### src/rtl/reg_serializer_pkg.sv
// Shared definitions for the register unload serializer: FSM encoding and a
// counter-width helper.
package reg_pkg;

    typedef enum logic {
        ST_IDLE  = 1'b0,
        ST_SHIFT = 1'b1
    } state_t;

    // Width needed to count 0..n-1, never less than one bit.
    function automatic int clog2_min1(input int n);
        int r;
        r = 0;
        for (int i = 0; i < 32; i++) begin
            if ((1 << r) < n) r = r + 1;
        end
        return (r < 1) ? 1 : r;
    endfunction

endpackage

### src/rtl/reg_serializer_beat_counter.sv
// Beat index counter for the serializer; flags the final beat of a word.
module beat_counter #(
    parameter int CW  = 1,
    parameter int MAX = 0
) (
    input  logic clk,
    input  logic reset,
    input  logic clear,
    input  logic inc,
    output logic at_max
);

    logic [CW-1:0] count;

    always_ff @(posedge clk) begin
        if (reset) begin
            count <= '0;
        end else if (clear) begin
            count <= '0;
        end else if (inc) begin
            count <= count + 1'b1;
        end
    end

    assign at_max = (count == CW'(MAX));

endmodule

### src/rtl/reg_serializer.sv
// Parallel-load, W-bit-per-beat serializer for an N-bit register word.
// Handshake: a beat moves when ser_valid & ser_ready at a rising edge; a word is captured when load_signal & in_ready.
module reg_serializer
    import reg_pkg::*;
#(
    parameter int N         = 64,
    parameter int W         = 1,
    parameter bit MSB_FIRST = 1'b1
) (
    input  logic         clk,
    input  logic         reset,
    input  logic         load_signal,
    input  logic [N-1:0] data_input,
    output logic         in_ready,
    output logic         ser_valid,
    input  logic         ser_ready,
    output logic [W-1:0] ser_data,
    output logic         ser_last,
    output state_t       dbg_state
);

    localparam int BEATS = N / W;
    localparam int CW    = clog2_min1(BEATS);

    if (N % W != 0) begin : g_bad_width
        $error("reg_serializer: N must be a multiple of W");
    end

    state_t       state;
    state_t       state_next;
    logic [N-1:0] shreg;
    logic [N-1:0] shreg_shifted;
    logic         transfer;
    logic         capture;

    assign ser_valid = (state == ST_SHIFT);
    assign transfer  = ser_valid & ser_ready;
    assign in_ready  = (state == ST_IDLE) | (transfer & ser_last);
    assign capture   = load_signal & in_ready;
    assign dbg_state = state;

    // Emitting end is fixed at elaboration; the register always drains toward it.
    if (MSB_FIRST) begin : g_msb
        assign ser_data      = shreg[N-1 -: W];
        assign shreg_shifted = shreg << W;
    end else begin : g_lsb
        assign ser_data      = shreg[W-1:0];
        assign shreg_shifted = shreg >> W;
    end

    always_comb begin
        state_next = state;
        case (state)
            ST_IDLE: begin
                if (capture) state_next = ST_SHIFT;
            end
            ST_SHIFT: begin
                if (transfer && ser_last) state_next = capture ? ST_SHIFT : ST_IDLE;
            end
            default: state_next = ST_IDLE;
        endcase
    end

    always_ff @(posedge clk) begin
        if (reset) begin
            state <= ST_IDLE;
            shreg <= '0;
        end else begin
            state <= state_next;
            if (capture) begin
                shreg <= data_input;
            end else if (transfer) begin
                shreg <= shreg_shifted;
            end
        end
    end

    beat_counter #(
        .CW  (CW),
        .MAX (BEATS - 1)
    ) u_beat_counter (
        .clk    (clk),
        .reset  (reset),
        .clear  (capture),
        .inc    (transfer & ~ser_last),
        .at_max (ser_last)
    );

endmodule
### config.mk
export PLATFORM = sky130hd
export DESIGN_NAME = reg_serializer
export DESIGN_NICKNAME = d
export VERILOG_FILES = /design/src/rtl/reg_serializer_pkg.sv /design/src/rtl/reg_serializer_beat_counter.sv /design/src/rtl/reg_serializer.sv
export SDC_FILE = /design/constraint.sdc
export NUM_CORES = 1
export LEC_CHECK = 0
export CORE_ASPECT_RATIO = 1.4
export CORE_MARGIN = 1.5
export CORE_UTILIZATION = 45
export DETAILED_ROUTE_END_ITERATION = 6
export MAX_ROUTING_LAYER = met4
export PLACE_DENSITY_LB_ADDON = 0.15
export SYNTH_ARGS = -nofsm -noshare
export SYNTH_HDL_FRONTEND = slang
export SYNTH_SLANG_ARGS = --single-unit
### constraint.sdc
create_clock -name clk -period 1.75 [get_ports clk]
set_clock_uncertainty 0.2 [all_clocks]
set_input_delay 0.2625 -clock clk [delete_from_list [all_inputs] [get_ports clk]]
set_output_delay 0.2625 -clock clk [all_outputs]
set_load 0.005 [all_outputs]
==> summary.txt, run 1 <==
Status
  – Status: finished with violations
  – Failing checks: negative setup slack

Drt
  – ANT nets after route: 0
  – Routed vias/inst: slightly above 6
  – Drt drc: 0
  – Routed WL: 10.5 mm
  – Routed wire per std cell: between 15 and 20 um
  – Starting DRT DRC Count: between 200 and 300
  – Via count: 3711
  – TritonRoute pass-1 iters: 4

Hold path
  – HP Class: reg -> reg

Clock network
  – Clock Sink Count: just over 70
  – CTS tree: yes
  – CTS root buf: clkbuf_8
  – CTS buffer count: 9
  – H-tree levels: 3
  – Clock transition at the registers of the reported paths: roughly 90 ps
  – CTS Buffer Depth: 2
  – Later-pin clock latency in the skew report: 350 ps

Synthesis
  – Cell accounting for the most synthesized area: dfxtp_1
  – Yosys reg bits: 71
  – Fraction of registers with async set/reset: 0
  – Number of enable flip-flop cells after synthesis: 0
  – Distinct cells, synth: 27
  – Post-Syn Area per Cell: 8.08 um^2
  – Top_reg_cell synth: dfxtp_1
  – Top-area cell type share of the netlist area: 0.435
  – Synth warn: 0
  – Sequential-to-total area share from yosys stat: 0.435
  – Mapped Cells: approximately 400
  – Syn nets: 474
  – Synth top area cells: dfxtp_1, o221ai_1, nand2_1, a31oi_1, buf_2
  – Mapped cell area: 3270 um^2

Timing
  – Final WS setup: -30.5 ps
  – Count of final setup violators: 10
  – Slew Limit Fails: 0
  – Worst slew margin: 0.718
  – Max frequency: 0.562 GHz
  – Worst-Margin Slew: ~420 ps
  – Hold WS: 266 ps
  – Fin. Hold Viols: 0
  – RSZ-0062 raised after global routing: yes
  – Min Tclk post-route: approximately 1800 ps
  – Fin crit share: 1.02

Cells and area
  – Register area: between 1000 and 1500 um^2
  – Core Util, Final: 0.726
  – Synthesis-to-finish area growth: 55.0%
  – Most common cell after layout, fill and taps aside: nand2_1
  – Layout net count: 568
  – Diode count: 0
  – Multi-input logic area: about 1900 um^2
  – Share of post-route cells with drive strength above 1: 0.218
  – Fillers: 548
  – Most frequent cells in the layout: nand2_1, clkdlybuf4s50_1, dfxtp_1, o221ai_1, a31oi_1

Floorplan
  – # IOs: 73
  – Die footprint: 7800 um^2
  – Initial Util: 0.468
  – Row Count: 36
  – Die span in y: 104 um
  – Core Region: roughly 7000 um^2
  – Die width: ~75 um

Global route
  – Total grt overflow: 0
  – Pin count of the biggest net entering global routing: 43
  – Number of global-route vias before repair: about 3.3k
  – First-pass GRT wire length: about 15 mm
  – GRT Util Overall: 0.253
  – Initial antenna violation count: 0

Pwr
  – Pwr Total: just under 4000 uW
  – Clock network power share: 0.366
  – Net Switching: slightly above 1000 uW
  – Net Sw Frac: 0.261
  – Seq pwr share: 0.466
  – Pwr dens: 777 nW/um^2
  – Internal: 2910 uW
  – Peak VDD IR: slightly below 0.0006 V
  – Comb pwr share: 0.168
  – Static Leakage: around 0.0019 uW

Worst setup path
  – Worst Setup Path Type: reg -> reg
  – Critical path arrival: between 1500 and 2000 ps
  – Reg-to-reg slack, setup: -30 ps
  – CP Launch Type: flip-flop
  – Max FO, Critical Path: 9
  – WP data required: about 1800 ps
  – Endpoint class of the critical path: flip-flop

Place
  – Final GP Congestion: between 0.9 and 1
  – Dpl hpwl: 5.90 mm
  – Dpl ws: -354 ps
  – Buffers on Ports: 72

Job
  – Max Cap Viol: 0
## area by class of cell
cell class,count,area share
clock buffers,9,0.0244
clock inverters,7,0.0193
inverters,3,0.00222
multi-input cells,292,0.367
flip-flops and latches,71,0.282
well taps,95,0.0235
repair buffers,122,0.282
## critical path: stages (launching register included)
cell	delay, ps
dfxtp_2	360
ha_4	150
buf_6	90
and4_4	210
and2_4	270
clkbuf_16	200
nand2_1	60
a31oi_1	170
## path summary, 6_finish.rpt
path	end	from	depth (start not counted)
hold reg to reg	shreg[8]	shreg[7]	2
setup reg to reg	shreg[9]	u_beat_counter.count[1]	7
setup / recovery	shreg[9]	u_beat_counter.count[1]	7
hold / removal	shreg[8]	shreg[7]	2
## synthesized netlist by cell type, types with 3 or more instances
master,number
clkbuf_1,16
nand3_1,3
buf_1,5
inv_1,3
o221ai_1,63
nand2_1,132
a31oi_1,64
nor2_1,7
buf_2,15
dfxtp_1,71
xor2_1,3
buf_4,5
## sequential cells by signal (all words and copies together) (netlist names)
signal and cells:
dbg_state 1, shreg 64, u_beat_counter.count 6
## power by group through the flow
stage,Sequential [uW],Combinational [uW],Clock [uW]
floorplan,1840,312,0
global placement,1860,620,0
detailed placement,1860,633,0
CTS,1830,637,1470
global route,1850,721,1560
finish,1840,662,1440
## cell families after synthesis
group / synth area share
AND/OR/NAND/NOR: 0.182
multiplexers: 0.00306
flip-flops: 0.435
adder cells (fa/ha/maj): 0.00382
buffers and inverters: 0.0620
XOR/XNOR: 0.00804
AO/OA/AOI/OAI: 0.306
## per-stage QoR
stage / instances / area, um^2 / TNS, ps
after detailed placement: 568 / 4330 / -17570
final: 599 / 5070 / -141
after floorplan: 405 / 3270 / 0
after CTS: 586 / 4670 / -125
after global placement: 568 / 4330 / -16000
after global routing: 599 / 5070 / -2270
## per-layer routing
metal,track usage,part of all wire,up-vias
li1,-,-,1730
met1,0.317,0.41,1819
met2,0.401,0.52,147
met3,0.0484,0.059,15
met4,0.0857,0.011,0
met5,-,0,-
## repair_timing
action / in CTS / in global routing
pin swaps: 10 / 41
resized for setup: 28 / 41
hold buffers: 0 / 0
setup endpoints to repair: 73 / 67
setup buffers: 0 / 1
gates cloned: 2 / 12
hold endpoints to repair: 0 / 0
No activity file was read; power rests on OpenSTA's default activity.
==> inputs of run 2 (changes only) <==
Settings changed: RECOVER_POWER set to 25.
==> run 2 against run 1 <==
  * The run still ends with negative setup slack left
  * Clock power barely moved
  * Die area is the same
  * Fmax is 1.2% lower
==> summary.txt, run 2 (same netlist as run 1, synthesis figures left out) <==
Cells and area
  – Max FFs per register: 64 (unchanged)
  – Layout net count: 568 (unchanged)
  – Biggest register: shreg (unchanged)
  – Synthesis-to-finish area growth: 54.9% (was 55.0%)
  – Diode count: 0 (unchanged)
  – Most frequent cells in the layout: nand2_1, clkdlybuf4s50_1, dfxtp_1, o221ai_1, a31oi_1 (unchanged)
  – Share of post-route cells with drive strength above 1: 0.218 (unchanged)
  – Final Cell Area: 5070 um^2 (about the same)
  – Fillers: 549 (was 548)
  – Core Util, Final: 0.726 (about the same)
  – Most common cell after layout, fill and taps aside: nand2_1 (unchanged)

Clock network
  – Later-pin clock latency in the skew report: 350 ps (about the same)
  – Clock transition at the registers of the reported paths: 90 ps (about the same)
  – CTS root buf: clkbuf_8 (unchanged)
  – H-tree levels: 3 (unchanged)
  – CTS tree: yes (unchanged)
  – CTS buffer count: 9 (unchanged)
  – CTS Buffer Depth: 2 (unchanged)
  – Clock Sink Count: 71 (unchanged)

Status
  – Status: finished with violations (unchanged)
  – Failing checks: negative setup slack (unchanged)

Timing
  – Fin crit share: 1.03 (was 1.02)
  – RSZ-0062 raised after global routing: yes (unchanged)
  – Worst-Margin Slew: 426 ps (was 419 ps)
  – Count of final setup violators: 12 (was 10)
  – Max frequency: 0.555 GHz (was 0.562 GHz)
  – Worst slew margin: 0.713 (was 0.718)
  – Hold WS: 264 ps (was 266 ps)
  – Min Tclk post-route: 1800 ps (was 1780 ps)
  – Setup TNS: -188 ps (was -141 ps)
  – Final WS setup: -51.7 ps (was -30.5 ps)
  – Fin. Hold Viols: 0 (unchanged)
  – Slew Limit Fails: 0 (unchanged)

Pwr
  – Pwr dens: 779 nW/um^2 (was 777 nW/um^2)
  – Pwr Total: 3950 uW (was 3940 uW)
  – Peak VDD IR: 0.000595 V (was 0.000596 V)
  – Static Leakage: 0.00186 uW (was 0.00187 uW)

Floorplan
  – Die width: 75.1 um (unchanged)
  – Die span in y: 104 um (unchanged)
  – Row Count: 36 (unchanged)
  – Die footprint: 7800 um^2 (unchanged)
  – # IOs: 73 (unchanged)
  – Core Region: 6980 um^2 (unchanged)
  – Initial Util: 0.468 (unchanged)

Worst setup path
  – CP Launch Type: flip-flop (unchanged)
  – Slowest stage cell, crit path: dfxtp_2 (unchanged)
  – Delay-heaviest family, CP: simple AND/OR/NAND/NOR gates (unchanged)
  – Critical path arrival: 1880 ps (was 1860 ps)
  – Crit path cell chain: ha_4 -> buf_6 -> and4_4 -> and2_4 -> clkbuf_16 -> nand2_1 -> a31oi_1 (unchanged)
  – CP Buf/Inv Count: 2 (unchanged)
  – Crit path largest cell delay: 360 ps (about the same)
  – WP data required: 1830 ps (about the same)
  – Max FO, Critical Path: 9 (unchanged)
  – Worst Setup Path Type: reg -> reg (unchanged)
  – Endpoint class of the critical path: flip-flop (unchanged)

Drt
  – Via count: 3707 (was 3711)
  – Routed wire per std cell: 17.6 um (about the same)
  – Starting DRT DRC Count: 285 (unchanged)
  – Routed vias/inst: 6.19 (was 6.20)
  – ANT nets after route: 0 (unchanged)
  – Drt drc: 0 (unchanged)
  – Routed WL: 10.5 mm (about the same)
  – TritonRoute pass-1 iters: 5 (was 4)

Place
  – Dpl hpwl: 5.90 mm (unchanged)
  – Final GP Congestion: 0.943 (unchanged)
  – Dpl cell area: 4330 um^2 (unchanged)
  – Buffers on Ports: 72 (unchanged)

Global route
  – GRT Util Overall: 0.253 (unchanged)
  – Number of global-route vias before repair: 3264 (unchanged)
  – Pin count of the biggest net entering global routing: 43 (unchanged)
  – First-pass GRT wire length: 15.2 mm (unchanged)
  – Initial antenna violation count: 0 (unchanged)
  – Total grt overflow: 0 (unchanged)

Job
  – Max Cap Viol: 0 (unchanged)

Hold path
  – HP Class: reg -> reg (unchanged)
run 2: metal layers:
metal	GRT usage	part of all wire	vias to the layer above
met5	-	0	-
met4	0.0857	0.015	0
met3	0.0484	0.061	22
met2	0.401	0.52	150
met1	0.317	0.41	1802
li1	-	-	1733
run 2: stage by stage:
stage,instances,worst slack (ps)
3_5_place_dp,568,-354
6_report,599,-51.7
3_3_place_gp,568,-328
2_1_floorplan,405,68.2
4_1_cts,586,-93.6
5_1_grt,599,-93.9
run 2: layout make-up:
type / instances / area, um^2 / share of cell area
multi-input combinational: 292 / 1860 / 0.367
sequential: 71 / 1430 / 0.282
timing repair buffer: 122 / 1430 / 0.282
clock buffer: 9 / 124 / 0.0245
tap: 95 / 119 / 0.0235
clock inverter: 7 / 97.6 / 0.0193
inverter: 3 / 11.3 / 0.00222
run 2: power breakdown:
group / switching, uW / internal, uW
clock: 648 / 804
combinational: 311 / 351
sequential: 79.3 / 1760
run 2: timing repair:
action | CTS | global route
setup buffers | 0 | 1
cloned | 2 | 12
hold buffers | 0 | 0
pin swaps | 10 | 41
setup endpoints to repair | 73 | 67
resized for setup | 28 | 41
run 2: path summary, 6_finish.rpt:
kind | start | end | slack (ps) | cells after the start
worst max-delay path | u_beat_counter.count[1] | shreg[9] | -50 | 7
worst min-delay path | shreg[7] | shreg[8] | 260 | 2
worst max register to register | u_beat_counter.count[1] | shreg[9] | -50 | 7
worst min register to register | shreg[7] | shreg[8] | 260 | 2
run 2: worst register-to-register path, stage by stage, from the launching register on:
cell and delay (ps):
dfxtp_2 360, ha_4 150, buf_6 90, and4_4 210, and2_4 270, clkbuf_16 210
nand2_1 60, a31oi_1 180
